<file path="config.mk">
export PLATFORM = sky130hd
export DESIGN_NAME = resp_misr
export DESIGN_NICKNAME = d
export VERILOG_FILES = /design/src/rtl/trojan_chk_pkg.sv /design/src/rtl/resp_misr.sv
export SDC_FILE = /design/constraint.sdc
export NUM_CORES = 1
export LEC_CHECK = 0
export CAP_MARGIN = 5
export CORE_MARGIN = 3
export CORE_UTILIZATION = 38
export DETAILED_ROUTE_END_ITERATION = 10
export PLACE_DENSITY_LB_ADDON = 0.05
export SKIP_LAST_GASP = 1
export SYNTH_ARGS = -nofsm -noshare
export SYNTH_HDL_FRONTEND = slang
export SYNTH_SLANG_ARGS = --single-unit
</file>
<file path="constraint.sdc">
create_clock -name CK -period 1 [get_ports CK]
set_clock_uncertainty 0.1 [all_clocks]
set_input_delay 0.1 -clock CK [delete_from_list [all_inputs] [get_ports CK]]
set_output_delay 0.1 -clock CK [all_outputs]
set_load 0.03 [all_outputs]
</file>
<file path="src/rtl/trojan_chk_pkg.sv">
`default_nettype none
// ============================================================================
// Module      : trojan_chk_pkg
// Description : Shared types and constants for the response checker:
//               checker state enum, MISR polynomial/seed, and a golden
//               truth-table lookup helper.
// Revision    : 1.0 - initial release
// ============================================================================
package trojan_chk_pkg;

  typedef enum logic [1:0] {
    IDLE = 2'd0,
    RUN  = 2'd1,
    DONE = 2'd2
  } chk_state_t;

  localparam logic [15:0] MISR_POLY = 16'h1021;
  localparam logic [15:0] MISR_SEED = 16'hFFFF;

  // The lookup takes a table widened to a fixed maximum so that any
  // N_IN up to GOLDEN_IDX_W bits can share one helper.
  localparam int GOLDEN_MAX_W = 256;
  localparam int GOLDEN_IDX_W = 8;

  function automatic logic golden_bit(input logic [GOLDEN_MAX_W-1:0] tbl,
                                      input logic [GOLDEN_IDX_W-1:0] idx);
    return tbl[idx];
  endfunction

endpackage
`default_nettype wire

</file>
<file path="src/rtl/resp_misr.sv">
`default_nettype none
// ============================================================================
// Module      : resp_misr
// Description : Serial multiple-input signature register. Shifts one
//               response bit per enabled cycle, feeding back POLY when the
//               outgoing MSB differs from the incoming bit.
// Ports       : CK    - clock, rising edge
//               reset - synchronous active-high, clears signature to 0
//               clr   - load SEED (takes priority over en)
//               en    - shift in din
//               din   - serial response bit
//               sig   - registered signature
// Revision    : 1.0 - initial release
// ============================================================================
module resp_misr
  import trojan_chk_pkg::*;
#(
  parameter int               SIG_W = 16,
  parameter logic [SIG_W-1:0] POLY  = SIG_W'(MISR_POLY),
  parameter logic [SIG_W-1:0] SEED  = SIG_W'(MISR_SEED)
) (
  input  logic             CK,
  input  logic             reset,
  input  logic             clr,
  input  logic             en,
  input  logic             din,
  output logic [SIG_W-1:0] sig
);

  always_ff @(posedge CK) begin
    if (reset) begin
      sig <= '0;
    end else if (clr) begin
      sig <= SEED;
    end else if (en) begin
      sig <= {sig[SIG_W-2:0], 1'b0} ^ ((sig[SIG_W-1] ^ din) ? POLY : '0);
    end
  end

endmodule
`default_nettype wire

</file>
==> results by group <==
Placed design
  • Routability congestion estimate: roughly 0.67
  • Buffers on Ports: 20
  • Sum of net half-perimeters after detailed placement: about 1.0 mm

Global routing
  • Wire length of the first global-routing pass: around 2.2 mm
  • Number of antenna violations at the first check in global routing: 0
  • Maximum number of pins on one net before global-route repair: 16
  • Via count of the first global-routing pass: slightly above 500
  • Total global routing overflow: 0
  • Aggregate global-route resource usage: 0.141

Synthesis
  • Number of nets in the synthesized netlist: 69
  • Flip-flop and latch count after synthesis: 16
  • Xor/xnor share of the synthesized area: 0.0137
  • Count of mapped cells out of synthesis: 64
  • Yosys synthesis warning count: 0
  • Fraction of the mapped netlist area in compound gates: 0.146
  • Combinational family with the most area after synthesis: multiplexers
  • Sequential cell area fraction in the yosys report: 0.500
  • Syn_area_per_cell: approximately 10 µm²
  • Basic-gate share of the synthesized area counting and, or, nand and nor cells: 0.0742
  • Area of the mapped netlist: between 600 and 700 µm²
  • Adder and majority cell fraction of the synthesized area: 0
  • Count of cell types in the netlist: 16
  • Fraction of synthesized area in multiplexers: 0.203

STA
  • Maximum clock frequency: 0.980 GHz
  • Max Slew Vio Count: 0
  • Final Cycle Share: 1.02
  • Sum of negative setup slack: -0.0422 ns
  • Final hold violations: 0
  • Least-Margin Pin Slew: roughly 0.22 ns
  • Clock period minus final worst setup slack: 1.02 ns
  • Normalized max-slew margin: 0.850
  • Final setup violation count: 3
  • Unrepaired setup endpoints after global routing: true
  • Post-route setup slack: -0.0203 ns

Clocking
  • Number of buffers created by CTS: 3
  • Reg clk slew, reported paths: 0.10 ns
  • CTS Root Cell: sky130_fd_sc_hd__clkbuf_4
  • Clock insertion delay at the later pin of the skew report: 0.29 ns
  • Count of hold buffers inserted by post-cts repair: 0
  • Clock Sink Count: 16
  • Maximum buffer depth of the clock tree: 2
  • H-tree depth reported by CTS: 1
  • TritonCTS clock tree: built

Final layout
  • Area overhead of the layout relative to synthesis: 58.4%
  • Max reg flops: 16
  • Leading registers by flop count: sig (16)
  • Number of diodes: 0
  • Post-layout nets: around 100
  • Final core utilization: 0.658
  • Share of post-route cells with drive strength above 1: 0.516
  • Register with the most flip-flops: sig

Power
  • Clock network fraction of design power: 0.270
  • Part of the total power dissipated in combinational logic: 0.261
  • Portion of total power attributed to sequential cells: 0.469
  • Leakage power total: about 0.46 nW
  • Net switching fraction of the power: 0.295
  • Design internal power: 1.13 mW
  • Switching power of the nets: 0.472 mW
  • Peak supply drop: 0.969 mV
  • Pwr Density: 1580 nW/µm²

Detailed routing
  • Initial drt markers: 13
  • Overall routed net length: roughly 1.4 mm
  • Routed wire length per instance: ~13 µm
  • Post-route antenna net violation count: 0
  • Via density per instance: between 5 and 6
  • DRC errors left: 0
  • Vias after detailed routing: roughly 570
  • Length of the first detailed-routing pass in iterations: 4

Floorplan
  • Effective utilization at floorplan: 0.416
  • Core area: 1540 µm²
  • Die width: roughly 47 µm
  • I/O Pins: 21
  • DIE HEIGHT: 47.1 µm
  • Number of standard-cell rows in the floorplan: 14
  • Die footprint: approximately 2200 µm²

Flow run
  • Max-cap viol count: 0

Worst setup path
  • Arrival time of data at the critical path endpoint: approximately 1.1 ns
  • Nature of the critical path endpoint: flip-flop
  • Data required time of the worst path: roughly 1.1 ns
  • Startpoint Class: flip-flop
  • Highest fanout seen on the critical path: 5
  • Critical path class: reg -> reg

Status
  • Result of the run: complete, but fails checks
  • Failing checks: negative setup slack

Hold path
  • Type of the tightest min-delay check: in -> reg
[per-layer routing]
metal  vias to the layer above  wire length [µm]  GRT usage
met5                         -                 0          0
met4                         0                14     0.0829
met3                         2               104     0.0345
met2                        24               698      0.241
met1                       260               575      0.158
li1                        285                 -          -
[power groups by stage]
stage          registers [mW]  clock network [mW]  logic [mW]
2_1_floorplan           0.850                   0       0.130
3_3_place_gp            0.750                   0       0.375
3_5_place_dp            0.751                   0       0.378
4_1_cts                 0.754               0.453       0.407
5_1_grt                 0.760               0.471       0.447
6_report                0.751               0.431       0.418
[cell usage after synthesis, drive strengths merged]
master	count	area, µm²
a21oi	13	65.1
a311oi	1	8.76
buf	4	28.8
clkbuf	1	3.75
dfxtp	16	320
inv	2	7.50
mux2i	13	130
nand2	2	7.51
nand3	2	10.0
nor2	4	15.0
nor3	3	15.0
o311a	2	20.0
xnor2	1	8.76
[critical path, cell delays in order, from the launching register on]
cell and delay [ns]:
sky130_fd_sc_hd__dfxtp_4 0.38, sky130_fd_sc_hd__xnor2_4 0.14, sky130_fd_sc_hd__o311a_1 0.29
[final timing paths]
path / start / endpoint / slack (ns) / depth (start not counted)
max reg2reg: sig[15] / sig[12] / -0.02 / 2
min reg2reg: sig[9] / sig[9] / 0.45 / 2
max: sig[15] / sig[12] / -0.02 / 2
min: en / sig[5] / 0.27 / 3
[stage by stage]
| step | power [mW] | instance area (µm²) | hold WS, ns | setup slack (ns) | instances |
|---|---|---|---|---|---|
| finish | 1.60 | 1010 | 0.270 | -0.0203 | 109 |
| global placement | 1.13 | 887 | 0.440 | -0.335 | 103 |
| detailed placement | 1.13 | 887 | 0.443 | -0.375 | 103 |
| CTS | 1.61 | 993 | 0.267 | -0.0308 | 107 |
| floorplan | 0.981 | 667 | 0.214 | -0.0158 | 64 |
| global route | 1.68 | 1010 | 0.287 | -0.0604 | 109 |
[logic make-up after synthesis]
| logic type | after synthesis |
|---|---|
| AO/OA/AOI/OAI | 16 |
| flip-flops | 16 |
| multiplexers | 13 |
| AND/OR/NAND/NOR | 11 |
| buffers and inverters | 7 |
| XOR/XNOR | 1 |
[cell usage in the layout (no fill, tap or decap), drive strengths merged]
cell type	count
buf	26
dfxtp	16
mux2i	13
a21oi	13
nor2	4
clkbuf	4
nor3	3
clkdlybuf4s50	3
nand2	2
nand3	2
o311a	2
inv	2
xnor2	1
a311oi	1
dlygate4sd2	1
[final cells by class]
class	count	area (µm²)
fillers	135	527
multi-input cells	41	299
inverters	2	7.51
clock buffers	4	36.3
well taps	16	20.0
repair buffers	30	307
flip-flops and latches	16	345
[repair_timing]
action / 4_1_cts / 5_1_grt
buffers inserted: 0 / 2
hold endpoints to repair: 0 / 0
resized for setup: 28 / 2
endpoints found under the setup margin: 32 / 15
Power figures use the tool's default switching activity.
==> edit (same flow settings) <==
Put one more register stage on the output `sig`, cleared by the reset. The value now appears one clock later. Comments in the files are not updated.
--- a/src/rtl/resp_misr.sv
+++ b/src/rtl/resp_misr.sv
@@ -28,11 +28,21 @@
 );
 
+  logic [SIG_W-1:0] sig_s0;
+
+  always_ff @(posedge CK) begin
+    if (reset) begin
+      sig_s0 <= '0;
+    end else if (clr) begin
+      sig_s0 <= SEED;
+    end else if (en) begin
+      sig_s0 <= {sig_s0[SIG_W-2:0], 1'b0} ^ ((sig_s0[SIG_W-1] ^ din) ? POLY : '0);
+    end
+  end
+
   always_ff @(posedge CK) begin
     if (reset) begin
       sig <= '0;
-    end else if (clr) begin
-      sig <= SEED;
-    end else if (en) begin
-      sig <= {sig[SIG_W-2:0], 1'b0} ^ ((sig[SIG_W-1] ^ din) ? POLY : '0);
+    end else begin
+      sig <= sig_s0;
     end
   end
Check against the original RTL: not equivalent (a bounded check fails within 4 cycles, from zero or initial values and one cycle with reset high).
==> edit against the original RTL <==
Power rose by 64%; design area rose by 52%; critical path type unchanged; setup slack improved by 0.029 ns; area after synthesis rose by 65%; global-route usage fell by 0.70 points; routed wire length rose by 43%; critical endpoint is now sig_s0[5]; sequential cell count rose by 16.
==> edit: results <==
{
  "outcome": "finished clean",
  "grt_start_max_net_pins": 21,
  "synth_commonest_cells": "32 x dfxtp_1, 15 x nor2b_1, 13 x a21oi_1, 13 x mux2i_1, 4 x nor2_1",
  "grt_use_met3": 0.05921,
  "power_clock_w": 0.000767,
  "clock_path_buffers": 2,
  "portBuffers": 20,
  "synth_area_leaders": "dfxtp_1 60%, mux2i_1 12%, nor2b_1 8.9%",
  "crit_slowest_cell": "dfxtp_2",
  "whs_ns": 0.3407,
  "layout-drive-gt1-share": 0.4351,
  "ys_seq_area_frac": 0.6045,
  "syn_nets": 102,
  "htreeDepth": 2,
  "seq_power_share": 0.545,
  "dr_wl_met3_um": 128,
  "setup_viol": 0,
  "r2r_start": "sig_s0[15]",
  "worstHoldPathCells": 4,
  "grt_pass1_wl_um": 3367,
  "reg_top3": "sig (16), sig_s0 (16)",
  "route.met2.wl_um": 935,
  "rr_endpoint": "sig_s0[5]",
  "wl_met1_um": 876,
  "clk_latency_ns": 0.33,
  "dp_hpwl_um": 1168,
  "cts_root_buf": "clkbuf_4",
  "place_worst_setup_slack_ns": -0.4134,
  "via_count": 773,
  "worst_pin_slew_ns": 0.1877,
  "peakVddDrop_uv": 1147,
  "routed_wirelength_um": 1992,
  "arrival_ns": 1.12,
  "initialDrtViolationCount": 8,
  "power.share.switching": 0.2623,
  "finalCriticalPeriod_ns": 0.9911,
  "p_leak_nw": 0.6821,
  "num-nets-final": 135,
  "use_met2": 0.2035,
  "gr-usage-all-layers": 0.1342,
  "first_global_vias": 700,
  "cts_buffers": 5,
  "fill_cells": 222,
  "reg2reg_slack_ns": 0.009,
  "met1_usage": 0.1563,
  "gp_congestion": 0.7455,
  "min_to": "sig_s0[12]",
  "slowest_delay_ns": 0.36
}
[edit: repair_timing]
action | in CTS | in global routing
resized for setup | 34 | 0
endpoints found under the setup margin | 18 | 18
gates cloned | 1 | 0
hold buffers | 0 | 0
[edit: layout make-up]
cell class	instances	share of cell area
clock buffer	6	0.03328
clock inverter	2	0.006493
inverter	2	0.004870
multi-input combinational	57	0.2606
sequential	32	0.4294
tap	30	0.02435
timing repair buffer	32	0.2411
[edit: cell families after synthesis]
group	Yosys count	synth area share
multiplexers	13	0.1228
flip-flops	32	0.6045
buffers and inverters	8	0.03424
XOR/XNOR	1	0.008266
AO/OA/AOI/OAI	16	0.08855
AND/OR/NAND/NOR	27	0.1417
[edit: stage by stage]
step | total power (W) | cells | instance area (µm²)
after floorplan | 0.001666 | 97 | 1069
after global placement | 0.001821 | 152 | 1358
after detailed placement | 0.001825 | 152 | 1358
after CTS | 0.002670 | 161 | 1541
after global routing | 0.002753 | 161 | 1541
final | 0.002624 | 161 | 1541
